$ cat config.mk
export PLATFORM = sky130hd
export DESIGN_NAME = i2s_tx
export DESIGN_NICKNAME = d
export VERILOG_FILES = /design/src/rtl/i2s_tx.sv
export SDC_FILE = /design/constraint.sdc
export NUM_CORES = 1
export LEC_CHECK = 0
export CORE_MARGIN = 5
export CORE_UTILIZATION = 54
export DETAILED_ROUTE_END_ITERATION = 10
export PLACE_DENSITY = 0.83
export SETUP_SLACK_MARGIN = 0.15
export SKIP_LAST_GASP = 1
export SLEW_MARGIN = 20
export SYNTH_ARGS = -nofsm -noshare
export SYNTH_HDL_FRONTEND = slang
export SYNTH_SLANG_ARGS = --single-unit
$ cat constraint.sdc
create_clock -name clk -period 5.45 [get_ports clk]
set_clock_uncertainty 0.1 [all_clocks]
set_input_delay 0.545 -clock clk [delete_from_list [all_inputs] [get_ports clk]]
set_output_delay 0.545 -clock clk [all_outputs]
set_load 0.03 [all_outputs]
$ cat src/rtl/i2s_tx.sv
`default_nettype none
// ============================================================================
//  Module   : i2s_tx
//  Purpose  : I2S transmitter. Serializes buffered left/right sample pairs
//             MSB first with the standard one-bit I2S delay, framed by a word
//             select (lrclk). The bit clock arrives as bclk_in (divided from
//             clk elsewhere) and is sampled as data, never used as a clock.
//  Ports    : clk       - system clock, all logic on its rising edge
//             resetb    - synchronous active-low reset
//             bclk_in   - divided bit clock, synchronized internally
//             en        - transmit enable
//             in_left   - left sample (two's complement)
//             in_right  - right sample
//             in_valid  - sample pair valid
//             in_ready  - pair buffer empty (transfer on in_valid & in_ready)
//             bclk      - bit clock to the amplifier, aligned to sdata
//             lrclk     - word select, 0 = left, 1 = right
//             sdata     - serial data
//             underrun  - one-clk pulse when a frame starts with no pair
//             underrun_cnt - saturating 8-bit underrun count (optional)
//  Options  : define I2S_TX_UNDERRUN_CNT_EN to add the underrun_cnt output
//  Revision : 1.0 - initial release
// ============================================================================
module i2s_tx #(
    parameter int WIDTH = 16
) (
    input  logic             clk,
    input  logic             resetb,
    input  logic             bclk_in,
    input  logic             en,
    input  logic [WIDTH-1:0] in_left,
    input  logic [WIDTH-1:0] in_right,
    input  logic             in_valid,
    output logic             in_ready,
    output logic             bclk,
    output logic             lrclk,
    output logic             sdata,
    output logic             underrun
`ifdef I2S_TX_UNDERRUN_CNT_EN
    ,
    output logic [7:0]       underrun_cnt
`endif
);

    localparam int                c_FRAME_BITS = 2 * WIDTH;
    localparam int                c_CW         = (c_FRAME_BITS > 2) ? $clog2(c_FRAME_BITS) : 1;
    localparam logic [c_CW-1:0]   c_LAST       = c_CW'(c_FRAME_BITS - 1);
    localparam logic [c_CW-1:0]   c_HALF       = c_CW'(WIDTH);
    localparam logic [c_CW-1:0]   c_ONE        = c_CW'(1);

    localparam logic [1:0] c_ST_IDLE  = 2'd0;
    localparam logic [1:0] c_ST_RUN   = 2'd1;
    localparam logic [1:0] c_ST_DRAIN = 2'd2;

    logic [2:0]              r_sync;
    logic [1:0]              r_state;
    logic [c_CW-1:0]         r_bit_cnt;
    logic [c_FRAME_BITS-1:0] r_shift;
    logic [WIDTH-1:0]        r_buf_left;
    logic [WIDTH-1:0]        r_buf_right;
    logic                    r_buf_full;
    logic                    r_lrclk;
    logic                    r_sdata;
    logic                    r_underrun;

    logic [1:0]              w_state_nxt;
    logic [c_CW-1:0]         w_cnt_nxt;
    logic                    w_load;
    logic                    w_wrap;
    logic                    w_lrclk_nxt;
    logic                    w_fall;
    logic                    w_accept;
    logic                    w_underrun_evt;

    // Stage 2 low while stage 3 still high marks a falling bit-clock edge;
    // the outputs update on the same edge that stage 3 (bclk) goes low.
    assign w_fall         = !r_sync[1] && r_sync[2];
    assign w_wrap         = w_fall && (r_bit_cnt == c_LAST);
    assign w_accept       = in_valid && !r_buf_full;
    assign w_underrun_evt = w_load && !r_buf_full;

    assign in_ready = !r_buf_full;
    assign bclk     = r_sync[2];
    assign lrclk    = r_lrclk;
    assign sdata    = r_sdata;
    assign underrun = r_underrun;

    // State register
    always_ff @(posedge clk) begin
        if (!resetb) begin
            r_state <= c_ST_IDLE;
        end else begin
            r_state <= w_state_nxt;
        end
    end

    // Next-state, bit counter and frame-load decision
    always_comb begin
        w_state_nxt = r_state;
        w_cnt_nxt   = r_bit_cnt;
        w_load      = 1'b0;
        case (r_state)
            c_ST_IDLE: begin
                w_cnt_nxt = '0;
                if (w_fall && en) begin
                    w_state_nxt = c_ST_RUN;
                    w_load      = 1'b1;
                end
            end
            c_ST_RUN, c_ST_DRAIN: begin
                if (w_fall) begin
                    w_cnt_nxt = w_wrap ? '0 : (r_bit_cnt + c_ONE);
                end
                if (w_wrap) begin
                    // Draining frames end here without loading a new pair.
                    if (en) begin
                        w_state_nxt = c_ST_RUN;
                        w_load      = 1'b1;
                    end else begin
                        w_state_nxt = c_ST_IDLE;
                    end
                end else begin
                    w_state_nxt = en ? c_ST_RUN : c_ST_DRAIN;
                end
            end
            default: begin
                w_state_nxt = c_ST_IDLE;
            end
        endcase
        // Word select parks high whenever the transmitter is idle.
        w_lrclk_nxt = (w_state_nxt == c_ST_IDLE) ? 1'b1 : (w_cnt_nxt >= c_HALF);
    end

    // Datapath: synchronizer, shifter, pair buffer
    always_ff @(posedge clk) begin
        if (!resetb) begin
            r_sync      <= '0;
            r_bit_cnt   <= '0;
            r_shift     <= '0;
            r_buf_left  <= '0;
            r_buf_right <= '0;
            r_buf_full  <= 1'b0;
            r_lrclk     <= 1'b1;
            r_sdata     <= 1'b0;
            r_underrun  <= 1'b0;
        end else begin
            r_sync     <= {r_sync[1:0], bclk_in};
            r_underrun <= w_underrun_evt;
            if (w_fall) begin
                r_bit_cnt <= w_cnt_nxt;
                // The old MSB goes out even on a load, which is what gives the
                // one-bit delay: the previous right LSB shares the lrclk edge.
                r_sdata   <= r_shift[c_FRAME_BITS-1];
                r_lrclk   <= w_lrclk_nxt;
                if (w_load) begin
                    r_shift <= r_buf_full ? {r_buf_left, r_buf_right} : '0;
                end else begin
                    r_shift <= {r_shift[c_FRAME_BITS-2:0], 1'b0};
                end
            end
            // A pair accepted in the load clk is not seen by that load; it is
            // held for the next frame.
            if (w_accept) begin
                r_buf_full  <= 1'b1;
                r_buf_left  <= in_left;
                r_buf_right <= in_right;
            end else if (w_load) begin
                r_buf_full <= 1'b0;
            end
        end
    end

`ifdef I2S_TX_UNDERRUN_CNT_EN
    logic [7:0] r_underrun_cnt;

    always_ff @(posedge clk) begin
        if (!resetb) begin
            r_underrun_cnt <= 8'd0;
        end else if (w_underrun_evt && (r_underrun_cnt != 8'hFF)) begin
            r_underrun_cnt <= r_underrun_cnt + 8'd1;
        end
    end

    assign underrun_cnt = r_underrun_cnt;
`endif

endmodule
`default_nettype wire

==> impl_metrics.json <==
{
  "status": "finished clean",
  "drcViolationCount": 0,
  "ys_warn_count": 0,
  "syn_nets": 432,
  "cp_max_fo": 32,
  "syn_inst": 391,
  "cts_tree": "done",
  "cts_resized": 0,
  "synth_edf_count": 0,
  "finalPower_mw": 1.10,
  "min_period_ns": 2.32,
  "place_area_sq_um": 3590,
  "tightest_slew_ns": 0.656,
  "num_rows": 28,
  "ys_ff_latch": 78,
  "finalSetupViolCount": 0,
  "start_util": 0.549,
  "worstSetupPathType": "flip-flop to flip-flop",
  "cts.sinks": 78,
  "root_buffer": "clkbuf_8",
  "syn2layout_area_growth_pct": 18.1,
  "drive_gt1_frac": 0.0595,
  "avgRoutedWirePerCell_um": 13.1,
  "synth_cell_types": 34,
  "slew_viol_final": 0,
  "clk_path_buf_depth": 2,
  "grt_use_total": 0.184,
  "async_reset_ff_frac": 0,
  "antenna_found_initial": 0,
  "setup_tns_ns": 0,
  "final_area_sq_um": 3770,
  "dp_hpwl_um": 4110,
  "grt_pass1_vias": 2664,
  "clk_latency_ns": 0.33,
  "end_kind": "flip-flop",
  "die_area_sq_um": 7550,
  "first_iter_violations": 220,
  "hold_violations": 0,
  "dp_cells": 481,
  "grt_max_degree": 81,
  "drv_cap": 0,
  "synth_seq_area_share": 0.489,
  "rsz0062_at_grt": "no",
  "via_per_inst": 5.54,
  "p_leak_nw": 1.47,
  "numCtsBuffers": 9,
  "timing.final.crit_share": 0.425,
  "powerDensity_nw_per_um2": 293,
  "firstDrtPassIters": 4,
  "fin_util": 0.648,
  "portBuffers": 41,
  "overflow": 0,
  "required_ns": 5.57,
  "reg2regPathDepth": 7,
  "arrival_ns": 2.44,
  "ant_nets": 0,
  "netlist_area_sq_um": 3190,
  "die_y_um": 86.9,
  "avgSynthCellArea_sq_um": 8.16,
  "fmax_mhz": 431,
  "slew_headroom": 0.562,
  "cts-hold-fix-buffers": 0,
  "num_vias": 2741,
  "yosys_most_used_dff": "dfxtp_1",
  "ios": 42,
  "nets": 458,
  "clk_pin_slew_ns": 0.07,
  "ir_drop_uv": 193,
  "grt_pass1_wl_um": 11300,
  "core_sq_um": 5820,
  "routed_wl_um": 6500,
  "n_antenna_cell": 0,
  "dieWidth_um": 86.9,
  "hold_path.class": "flip-flop to flip-flop",
  "gp_congestion": 0.836,
  "critPathLaunchType": "flip-flop",
  "post-cts-setup-buffers": 0,
  "stdcell_count": 495,
  "hold_depth": 1,
  "htreeDepth": 3
}
==> cell families after synthesis <==
logic type | count (synthesis) | share of synthesized area
AND/OR/NAND/NOR | 162 | 0.232
AO/OA/AOI/OAI | 114 | 0.216
flip-flops | 78 | 0.489
buffers and inverters | 33 | 0.0467
adder cells (fa/ha/maj) | 4 | 0.0157
==> synth_stat cells, types with 3 or more instances <==
cell type | count | share of area
nor2b_1 | 4 | 0.0078
nand2_1 | 73 | 0.086
a21oi_1 | 33 | 0.052
buf_4 | 4 | 0.0094
clkbuf_1 | 16 | 0.019
dfxtp_1 | 78 | 0.49
nor3_1 | 30 | 0.047
ha_1 | 4 | 0.016
o21ai_0 | 36 | 0.056
nand2b_1 | 3 | 0.0059
a21boi_0 | 36 | 0.085
buf_2 | 8 | 0.013
inv_1 | 4 | 0.0047
nor2_1 | 30 | 0.035
and2_1 | 6 | 0.012
and3_1 | 3 | 0.0059
nand3_1 | 6 | 0.0094
==> worst max-delay path, stage by stage (launching register included) <==
cell and delay (ns):
dfxtp_1 0.38, ha_1 0.19, and3_1 0.17, ha_1 0.20, a21o_1 0.18, nand3_2 0.53
a21oi_1 0.36, nor3_1 0.09
==> stage by stage <==
stage          hold slack [ns]  setup slack (ns)
6_report                 0.341              3.13
5_1_grt                  0.371              2.90
4_1_cts                  0.348              3.13
3_5_place_dp             0.331              3.08
3_3_place_gp             0.319              2.81
2_1_floorplan            0.312              3.66
==> layer usage <==
metal	share of wire	track usage	vias up	wire [um]
li1	-	-	1371	-
met1	0.46	0.217	1284	2980
met2	0.47	0.331	75	3060
met3	0.055	0.0350	11	359
met4	0.015	0.0623	0	100
met5	0	0	-	0
==> power by group <==
group	switching [mW]	leakage, nW	total (mW)	internal [mW]
logic	0.0596	0.740	0.112	0.0523
registers	0.0141	0.636	0.609	0.595
clock network	0.185	0.0914	0.382	0.197
total	0.258	1.47	1.10	0.845
==> path summary, 6_finish.rpt <==
kind | start | end | slack [ns]
worst max-delay path | flip-flop | r_shift[20]$_SDFFE_PN0N_ | 3.13
worst min-delay path | r_sync[0]$_SDFF_PN0_ | r_sync[1]$_SDFF_PN0_ | 0.34
worst max register to register | flip-flop | r_shift[20]$_SDFFE_PN0N_ | 3.13
worst min register to register | r_sync[0]$_SDFF_PN0_ | r_sync[1]$_SDFF_PN0_ | 0.34
==> placed cells by master (no fill, tap or decap), types with 6 or more instances in the layout <==
cell type,n
and2_1,6
clkbuf_8,12
o21ai_0,36
clkdlybuf4s50_1,40
nor2_1,30
nor3_1,30
a21boi_0,36
dfxtp_1,78
nand2_1,72
a21oi_1,33
==> registers in the layout (all words and copies together), names as in the netlist, named ones only <==
name         flops
r_buf_right     16
r_bit_cnt        1
r_buf_left      16
r_shift         32
underrun         1
r_state          2
r_buf_full       1
lrclk            1
r_sync           3
sdata            1
==> final cells by class <==
| type | count | area, sq um |
|---|---|---|
| fill | 515 | 2050 |
| sequential | 78 | 1560 |
| timing repair buffer | 44 | 430 |
| tap | 75 | 93.8 |
| clock inverter | 1 | 5.00 |
| multi-input combinational | 280 | 1490 |
| inverter | 4 | 15.0 |
| clock buffer | 13 | 169 |
(Power assumes the default switching activity.)
